`config.mk`:
```
export PLATFORM = sky130hd
export DESIGN_NAME = pipe_hazard_ctrl
export DESIGN_NICKNAME = d
export VERILOG_FILES = /design/src/rtl/pipe_hazard_ctrl.sv
export SDC_FILE = /design/constraint.sdc
export NUM_CORES = 1
export LEC_CHECK = 0
export ABC_AREA = 1
export CAP_MARGIN = 20
export CELL_PAD_IN_SITES_DETAIL_PLACEMENT = 1
export CELL_PAD_IN_SITES_GLOBAL_PLACEMENT = 1
export CORE_MARGIN = 2
export CORE_UTILIZATION = 38
export CTS_CLUSTER_SIZE = 25
export DETAILED_ROUTE_END_ITERATION = 7
export PLACE_DENSITY = 0.95
export SLEW_MARGIN = 15
export SYNTH_ARGS = -nofsm -noshare
export SYNTH_HDL_FRONTEND = slang
export SYNTH_SLANG_ARGS = --single-unit
```
`constraint.sdc`:
```
create_clock -name clk_i -period 4.8 [get_ports clk_i]
set_input_delay 0.96 -clock clk_i [delete_from_list [all_inputs] [get_ports clk_i]]
set_output_delay 0.96 -clock clk_i [all_outputs]
set_load 0.03 [all_outputs]
```
`src/rtl/pipe_hazard_ctrl.sv`:
```
// Stall/flush scheduler for a 5-stage non-forwarding RV32I pipeline.
// Define PIPE_PERF_CNT_EN to build the stall/flush performance counters.
module pipe_hazard_ctrl #(
    parameter int NUM_REGS = 32,
    parameter int WB_DIST  = 3,
    parameter int CNT_W    = 2
) (
    input  logic        clk_i,
    input  logic        rst_i,
    input  logic        id_vld_i,
    input  logic [4:0]  id_rs1_i,
    input  logic [4:0]  id_rs2_i,
    input  logic        id_rs1_use_i,
    input  logic        id_rs2_use_i,
    input  logic [4:0]  id_rd_i,
    input  logic        id_rd_wen_i,
    input  logic        ex_br_taken_i,
    input  logic        mem_busy_i,
    output logic        pc_en_o,
    output logic        if_id_en_o,
    output logic        if_id_flush_o,
    output logic        id_ex_flush_o,
    output logic        pipe_en_o,
    output logic        insn_vld_o,
    output logic [31:0] stall_cnt_o,
    output logic [31:0] flush_cnt_o
);

    // Write-through register file: the consumer may read in the cycle of the write.
    localparam logic [CNT_W-1:0] SB_LOAD = CNT_W'(WB_DIST - 1);

    typedef enum logic [2:0] {
        MODE_RUN,
        MODE_STALL,
        MODE_REDIRECT,
        MODE_FREEZE,
        MODE_RESET
    } mode_e;

    mode_e            mode;
    logic [CNT_W-1:0] sb_cnt_q [NUM_REGS];
    logic [CNT_W-1:0] sb_cnt_d [NUM_REGS];
    logic             v_ex_q, v_mem_q, v_wb_q;
    logic             rs1_pend, rs2_pend, haz, issue;

    assign rs1_pend = id_rs1_use_i && (id_rs1_i != 5'd0) && (sb_cnt_q[id_rs1_i] != '0);
    assign rs2_pend = id_rs2_use_i && (id_rs2_i != 5'd0) && (sb_cnt_q[id_rs2_i] != '0);
    assign haz      = id_vld_i && (rs1_pend || rs2_pend);

    always_comb begin
        mode = MODE_RUN;
        if (rst_i) begin
            mode = MODE_RESET;
        end else if (mem_busy_i) begin
            mode = MODE_FREEZE;
        end else if (ex_br_taken_i) begin
            mode = MODE_REDIRECT;
        end else if (haz) begin
            mode = MODE_STALL;
        end
    end

    assign issue = id_vld_i && (mode == MODE_RUN);

    always_comb begin
        pc_en_o       = 1'b1;
        if_id_en_o    = 1'b1;
        if_id_flush_o = 1'b0;
        id_ex_flush_o = 1'b0;
        pipe_en_o     = 1'b1;
        case (mode)
            MODE_RESET: begin
                pc_en_o       = 1'b0;
                if_id_en_o    = 1'b0;
                if_id_flush_o = 1'b1;
                id_ex_flush_o = 1'b1;
                pipe_en_o     = 1'b0;
            end
            MODE_FREEZE: begin
                pc_en_o    = 1'b0;
                if_id_en_o = 1'b0;
                pipe_en_o  = 1'b0;
            end
            MODE_REDIRECT: begin
                if_id_flush_o = 1'b1;
                id_ex_flush_o = 1'b1;
            end
            MODE_STALL: begin
                pc_en_o       = 1'b0;
                if_id_en_o    = 1'b0;
                id_ex_flush_o = 1'b1;
            end
            default: begin
            end
        endcase
    end

    // The issue load is applied after the decrement so that it wins on a same-cycle hit.
    always_comb begin
        for (int i = 0; i < NUM_REGS; i++) begin
            sb_cnt_d[i] = sb_cnt_q[i];
        end
        if (!mem_busy_i) begin
            for (int i = 1; i < NUM_REGS; i++) begin
                if (sb_cnt_q[i] != '0) begin
                    sb_cnt_d[i] = sb_cnt_q[i] - 1'b1;
                end
            end
            if (issue && id_rd_wen_i && (id_rd_i != 5'd0)) begin
                sb_cnt_d[id_rd_i] = SB_LOAD;
            end
        end
        sb_cnt_d[0] = '0;
    end

    always_ff @(posedge clk_i) begin
        if (rst_i) begin
            for (int i = 0; i < NUM_REGS; i++) begin
                sb_cnt_q[i] <= '0;
            end
            v_ex_q  <= 1'b0;
            v_mem_q <= 1'b0;
            v_wb_q  <= 1'b0;
        end else begin
            sb_cnt_q <= sb_cnt_d;
            if (!mem_busy_i) begin
                v_ex_q  <= issue;
                v_mem_q <= v_ex_q;
                v_wb_q  <= v_mem_q;
            end
        end
    end

    assign insn_vld_o = v_wb_q && !rst_i;

`ifdef PIPE_PERF_CNT_EN
    logic [31:0] stall_cnt_q, stall_cnt_d;
    logic [31:0] flush_cnt_q, flush_cnt_d;

    always_comb begin
        stall_cnt_d = stall_cnt_q;
        flush_cnt_d = flush_cnt_q;
        if (mode == MODE_STALL) begin
            stall_cnt_d = stall_cnt_q + 32'd1;
        end
        if (mode == MODE_REDIRECT) begin
            flush_cnt_d = flush_cnt_q + 32'd1;
        end
    end

    always_ff @(posedge clk_i) begin
        if (rst_i) begin
            stall_cnt_q <= 32'd0;
            flush_cnt_q <= 32'd0;
        end else begin
            stall_cnt_q <= stall_cnt_d;
            flush_cnt_q <= flush_cnt_d;
        end
    end

    assign stall_cnt_o = stall_cnt_q;
    assign flush_cnt_o = flush_cnt_q;
`else
    assign stall_cnt_o = 32'd0;
    assign flush_cnt_o = 32'd0;
`endif

endmodule

```
## Yosys cells after proc, flatten, opt, wreduce, memory -nomap -nowiden

Cells that the tools add are included.
Widths: inputs -> output; s select.

| word-level totals | value |
|---|---|
| register bits | 67 |
| output and inout bits | 70 |
| logic and storage cells | 212 |

| cells by class | value |
|---|---|
| reductions and logical operators | 53 |
| $add $sub $neg | 31 |
| equal/unequal tests | 4 |
| bitwise operators | 6 |
| order comparisons | 4 |
| muxes and demuxes | 79 |

Operator list:

| operator | count |
|---|---|
| $mux 2 | 69 |
| $reduce_bool 2->1 | 33 |
| $mux 64 | 1 |
| $sub 2x1->2 const B | 31 |
| $and 32x32->32 | 1 |
| $not 32->32 | 1 |
| $or 32x32->32 | 1 |
| $bmux 2 s5 | 2 |
| $ge 6x6->1 const B | 3 |
| $not 5->6 | 3 |
| $reduce_bool 5->1 | 3 |
| $demux 2 s5 | 1 |
| $logic_and 1x1->1 | 10 |
| $eq 3x2->1 const B | 2 |
| $lt 6x1->1 const B | 1 |
| $reduce_or 3->1 | 2 |
| $mux 1 | 5 |
| $reduce_or 2->1 | 2 |
| $eq 3x1->1 const B | 1 |
| $eq 3x3->1 const B | 1 |
| $logic_not 3->1 | 1 |
| $mux 3 | 1 |
| $logic_not 1->1 | 1 |
| $logic_or 1x1->1 | 1 |

## Longest topological paths before layout

| depth | value |
|---|---|
| depth after elaboration | 17 |
| gate-level depth with buffers | 18 |

## Worst setup path before layout

No wires, ideal clock.

| path | value |
|---|---|
| path type | in2out |
| from | input port id_rs1_i[0] |
| to | output port id_ex_flush_o |
| setup slack | 1369 ps |
| stages | 13 |
| data arrival time | 2471 ps |
| path buffers | 0 |
| path through | nor2_2 -> nand2_1 -> nand2_1 -> nor2_1 -> nand2_1 -> nand2_1 -> nand2_1 -> nand2_1 -> nand2_1 -> nand3_1 -> nand2_1 -> nand2_1 -> o31ai_1 |

| on the way | value |
|---|---|
| longest elaborated chain between the ends | 15 |
| elaborated cells on any way between the ends | 19 |
| those cells by class | 3 x eq/ne; 8 x mux; 1 x bitwise; 7 x reduce/logical |

RTL lines:

| item | RTL line | RTL |
|---|---|---|
| start, declared | 11 | `input logic [4:0] id_rs1_i,` |
| $not 5->6 (implied by the code) | 46 | `assign rs1_pend = id_rs1_use_i && (id_rs1_i != 5'd0) && (sb_cnt_q[id_rs1_i] != '0);` |
| $bmux 2 s5 | 46 |  |
| $mux 2 (implied by the code) (2 in a row) | 46 |  |
| $reduce_bool 2->1 | 46 |  |
| $logic_and 1x1->1 (*) | 46 |  |
| $logic_or 1x1->1 (*) | 48 | `assign haz = id_vld_i && (rs1_pend \|\| rs2_pend);` |
| $logic_and 1x1->1 (*) | 48 |  |
| $mux 1 (*) | 58 | `end else if (haz) begin` |
| $mux 2 (*) | 56 | `end else if (ex_br_taken_i) begin` |
| $mux 2 (*) | 54 | `end else if (mem_busy_i) begin` |
| $mux 3 (*) | 52 | `if (rst_i) begin` |
| $eq 3x3->1 (tied with other cells) | 71 | `case (mode)` |
| $reduce_or 3->1 (no line) (*) | n/a |  |
| $mux 1 (*) | 71 |  |
| end, declared | 22 | `output logic id_ex_flush_o,` |

Mark *: on every way between the ends. The rest lies on a longest branch, timed or not. The select of a mux whose other input is x is not followed.

## Final worst setup path

| path | value |
|---|---|
| from | input port id_rs2_i[1] |
| to | output port id_ex_flush_o |

| on the way | value |
|---|---|
| longest elaborated chain between the ends | 15 |
| elaborated cells on any way between the ends | 19 |
| those cells by class | 3 x eq/ne; 8 x mux; 1 x bitwise; 7 x reduce/logical |

RTL lines:

| item | RTL line | RTL |
|---|---|---|
| start, declared | 12 | `input logic [4:0] id_rs2_i,` |
| $not 5->6 (implied by the code) | 47 | `assign rs2_pend = id_rs2_use_i && (id_rs2_i != 5'd0) && (sb_cnt_q[id_rs2_i] != '0);` |
| $bmux 2 s5 | 47 |  |
| $mux 2 (implied by the code) (2 in a row) | 47 |  |
| $reduce_bool 2->1 | 47 |  |
| $logic_and 1x1->1 (*) | 47 |  |
| $logic_or 1x1->1 (*) | 48 |  |
| $logic_and 1x1->1 (*) | 48 |  |
| $mux 1 (*) | 58 |  |
| $mux 2 (*) | 56 |  |
| $mux 2 (*) | 54 |  |
| $mux 3 (*) | 52 |  |
| $eq 3x3->1 (tied with other cells) | 71 |  |
| $reduce_or 3->1 (no line) (*) | n/a |  |
| $mux 1 (*) | 71 |  |

Marked as above.

==> results.md <==
* Die Y at 110 um
* CTS tree: yes
* Min Tclk post-route at 4470 ps
* Leak at 1.95 nW
* Final setup vio count at 0
* I/O Pins at 93
* Reg2reg start: sb_cnt_q[7]
* Max-slew headroom at 0.262
* Reg2Reg Capture Point: sb_cnt_q[61]
* Post-Synthesis Cell Area at 0.00426 sq mm
* WL/cell at 14.3 um
* Initial antenna violation count at 0
* Setup TNS at 0 ps
* Post-CTS Hold Fix Bufs at 0
* Pwr dens at 270 mW/mm^2
* Die W at 110 um
* Final nets at 740
* Tot Pwr at 1.24 mW
* Setup Skew at 7.66 ps
* Worst min path class: reg2reg
* Leading cell type in the layout, fill and taps excluded: nand2_1
* Count of cell types in the netlist at 25
* First-pass GRT wire length at 20000 um
* Worst setup SP type: input pin
* Setup Fix Bufs, Post-CTS at 0
* Total inserted antenna cells at 0
* Post-DP HPWL at 8950 um
* Placed Cells at 846
* Vias per inst at 4.97
* Hold Path Sink: sb_cnt_q[30]
* Maximum VDD drop at 0.135 mV
* Largest net degree at the start of global routing at 45
* Die Area at 0.0121 sq mm
* Cts repair resizes at 0
* Share of cells above drive strength 1 at 0.0652
* Final Hold Vio Count at 0
* Synthesis Warnings at 0
* Hold_sp: sb_cnt_q[30]
* Reg area at 0.00130 sq mm
* Req. time, crit path at 3840 ps
* R2r setup slk at 2420 ps
* PortBufs at 28
* Critical path fanouts, max at 6
* Status: completed
* Core box area at 0.0109 sq mm
* Placer congestion estimate at 0.935
* Nature of the critical path endpoint: primary output
* GRT Residual Overflow at 0
* # DRC at 0
* Footprint of the multi-input gates at 0.00231 sq mm
* Worst EP arrival at 3510 ps
* Worst-path clk slew at 70 ps
* Worst-margin pin slew at 1100 ps
* Fmax at 0.224 GHz
* FILL cells at 1500
* RSZ-0062 raised after global routing: no
* Critical path startpoint: id_rs2_i[1]
* CTS root buf: clkbuf_8
* Setup slack after layout at 328 ps
* Clk Latency, worst-skew pair at 350 ps
* Register-to-Register Path Depth at 16
* GRT Total Usage at 0.214
* Post-Layout Cell Count at 861
* Initial core utilization at 0.391
* WS Path Type: in2out
* Register area share after synthesis at 0.305
* CTS sink count at 65
* Post-route clock period utilization at 0.932
* Max_cap viols at 0
* Detailed Route Iter0 Violations at 263
* Max Slew Vio Count at 0
* Vias in the first global route at 4127
* Clk buf depth at 2
* Via count at 4278
* Routed wire length at 12300 um
* Row cnt at 38
* Antenna-violating nets left at 0
* Total CTS buffers at 9
* Synthesized instance count at 698
* H-tree lvl count at 3
* Area Overhead vs Synth at 7.52%
* Syn_area_per_cell at 6.10 sq um
* Most frequent cells in the layout: 178 x nand2_1, 110 x nor2_1, 77 x inv_1
* Post-Place Setup Slack at 338 ps
* First drt pass iteration count at 5
* FF+latch count, synth at 65
* Worst hold path cell count at 2
==> registers in the layout (all words and copies together) (netlist names) <==
signal    flops
v_ex_q        1
v_mem_q       1
sb_cnt_q     62
v_wb_q        1
==> where the power goes <==
group	total, mW	switching, mW	internal (mW)
sequential	0.541	0.000522	0.540
clock	0.478	0.214	0.264
combinational	0.217	0.166	0.0514
==> how the worst max path moves through the flow <==
| stage | to | depth (start not counted) |
|---|---|---|
| after global routing | id_ex_flush_o | 15 |
| after CTS | if_id_en_o | 10 |
| after global placement | pc_en_o | 14 |
| after floorplan | id_ex_flush_o | 13 |
| final | id_ex_flush_o | 14 |
| after detailed placement | id_ex_flush_o | 14 |
==> synth_stat cells (all sizes together) <==
cell type / instances / area, sq um
o21ai: 9 / 45.0
and2: 1 / 6.26
nand3: 31 / 155
buf: 68 / 512
o41ai: 2 / 17.5
a31oi: 2 / 12.5
nor2: 115 / 454
o31ai: 4 / 30.0
nor3: 12 / 60.1
nand2: 179 / 674
inv: 82 / 308
nand3b: 3 / 22.5
conb: 1 / 3.75
a21oi: 60 / 300
o21a: 2 / 15.0
nand4: 27 / 169
dfxtp: 65 / 1300
clkbuf: 18 / 67.6
or2: 17 / 106
==> worst max-delay path, stage by stage <==
cell and delay (ps):
clkdlybuf4s50_1 640, nor2_2 140, inv_1 150, nor2_1 60, nor2_1 120, nand2_1 70, nand3_1 70, nand2_1 50
nand2_1 60, nand3_1 70, nand2_1 140, nand2_1 90, o31ai_1 190, clkdlybuf4s50_1 710
==> through the flow <==
| stage | hold WS (ps) | area, sq um | utilization |
|---|---|---|---|
| after floorplan | 434 | 4500 | - |
| after global placement | 446 | 4390 | 0.403 |
| after detailed placement | 449 | 4390 | 0.403 |
| after CTS | 458 | 4580 | 0.421 |
| after global routing | 485 | 4580 | 0.421 |
| final | 461 | 4580 | 0.421 |
==> per-layer routing <==
layer,part of all wire,GRT usage
met5,0,0
met4,0.016,0.0787
met3,0.062,0.0296
met2,0.45,0.350
met1,0.47,0.287
==> cell type report <==
| cell class | count | area share |
|---|---|---|
| clock buffers | 12 | 0.0339 |
| clock inverters | 3 | 0.00874 |
| inverters | 82 | 0.0672 |
| multi-input cells | 528 | 0.504 |
| flip-flops and latches | 65 | 0.284 |
| well taps | 140 | 0.0382 |
| repair buffers | 31 | 0.0639 |
==> cells by family (layout without fill, tap and decap cells) <==
group,count (synthesis),after routing,share of synthesized area
AND/OR/NAND/NOR,385,385,0.387
buffers and inverters,168,128,0.208
AO/OA/AOI/OAI,79,79,0.0987
flip-flops,65,65,0.305
other,1,64,0.000880
Note: power is estimated with default switching activity, not from simulation.
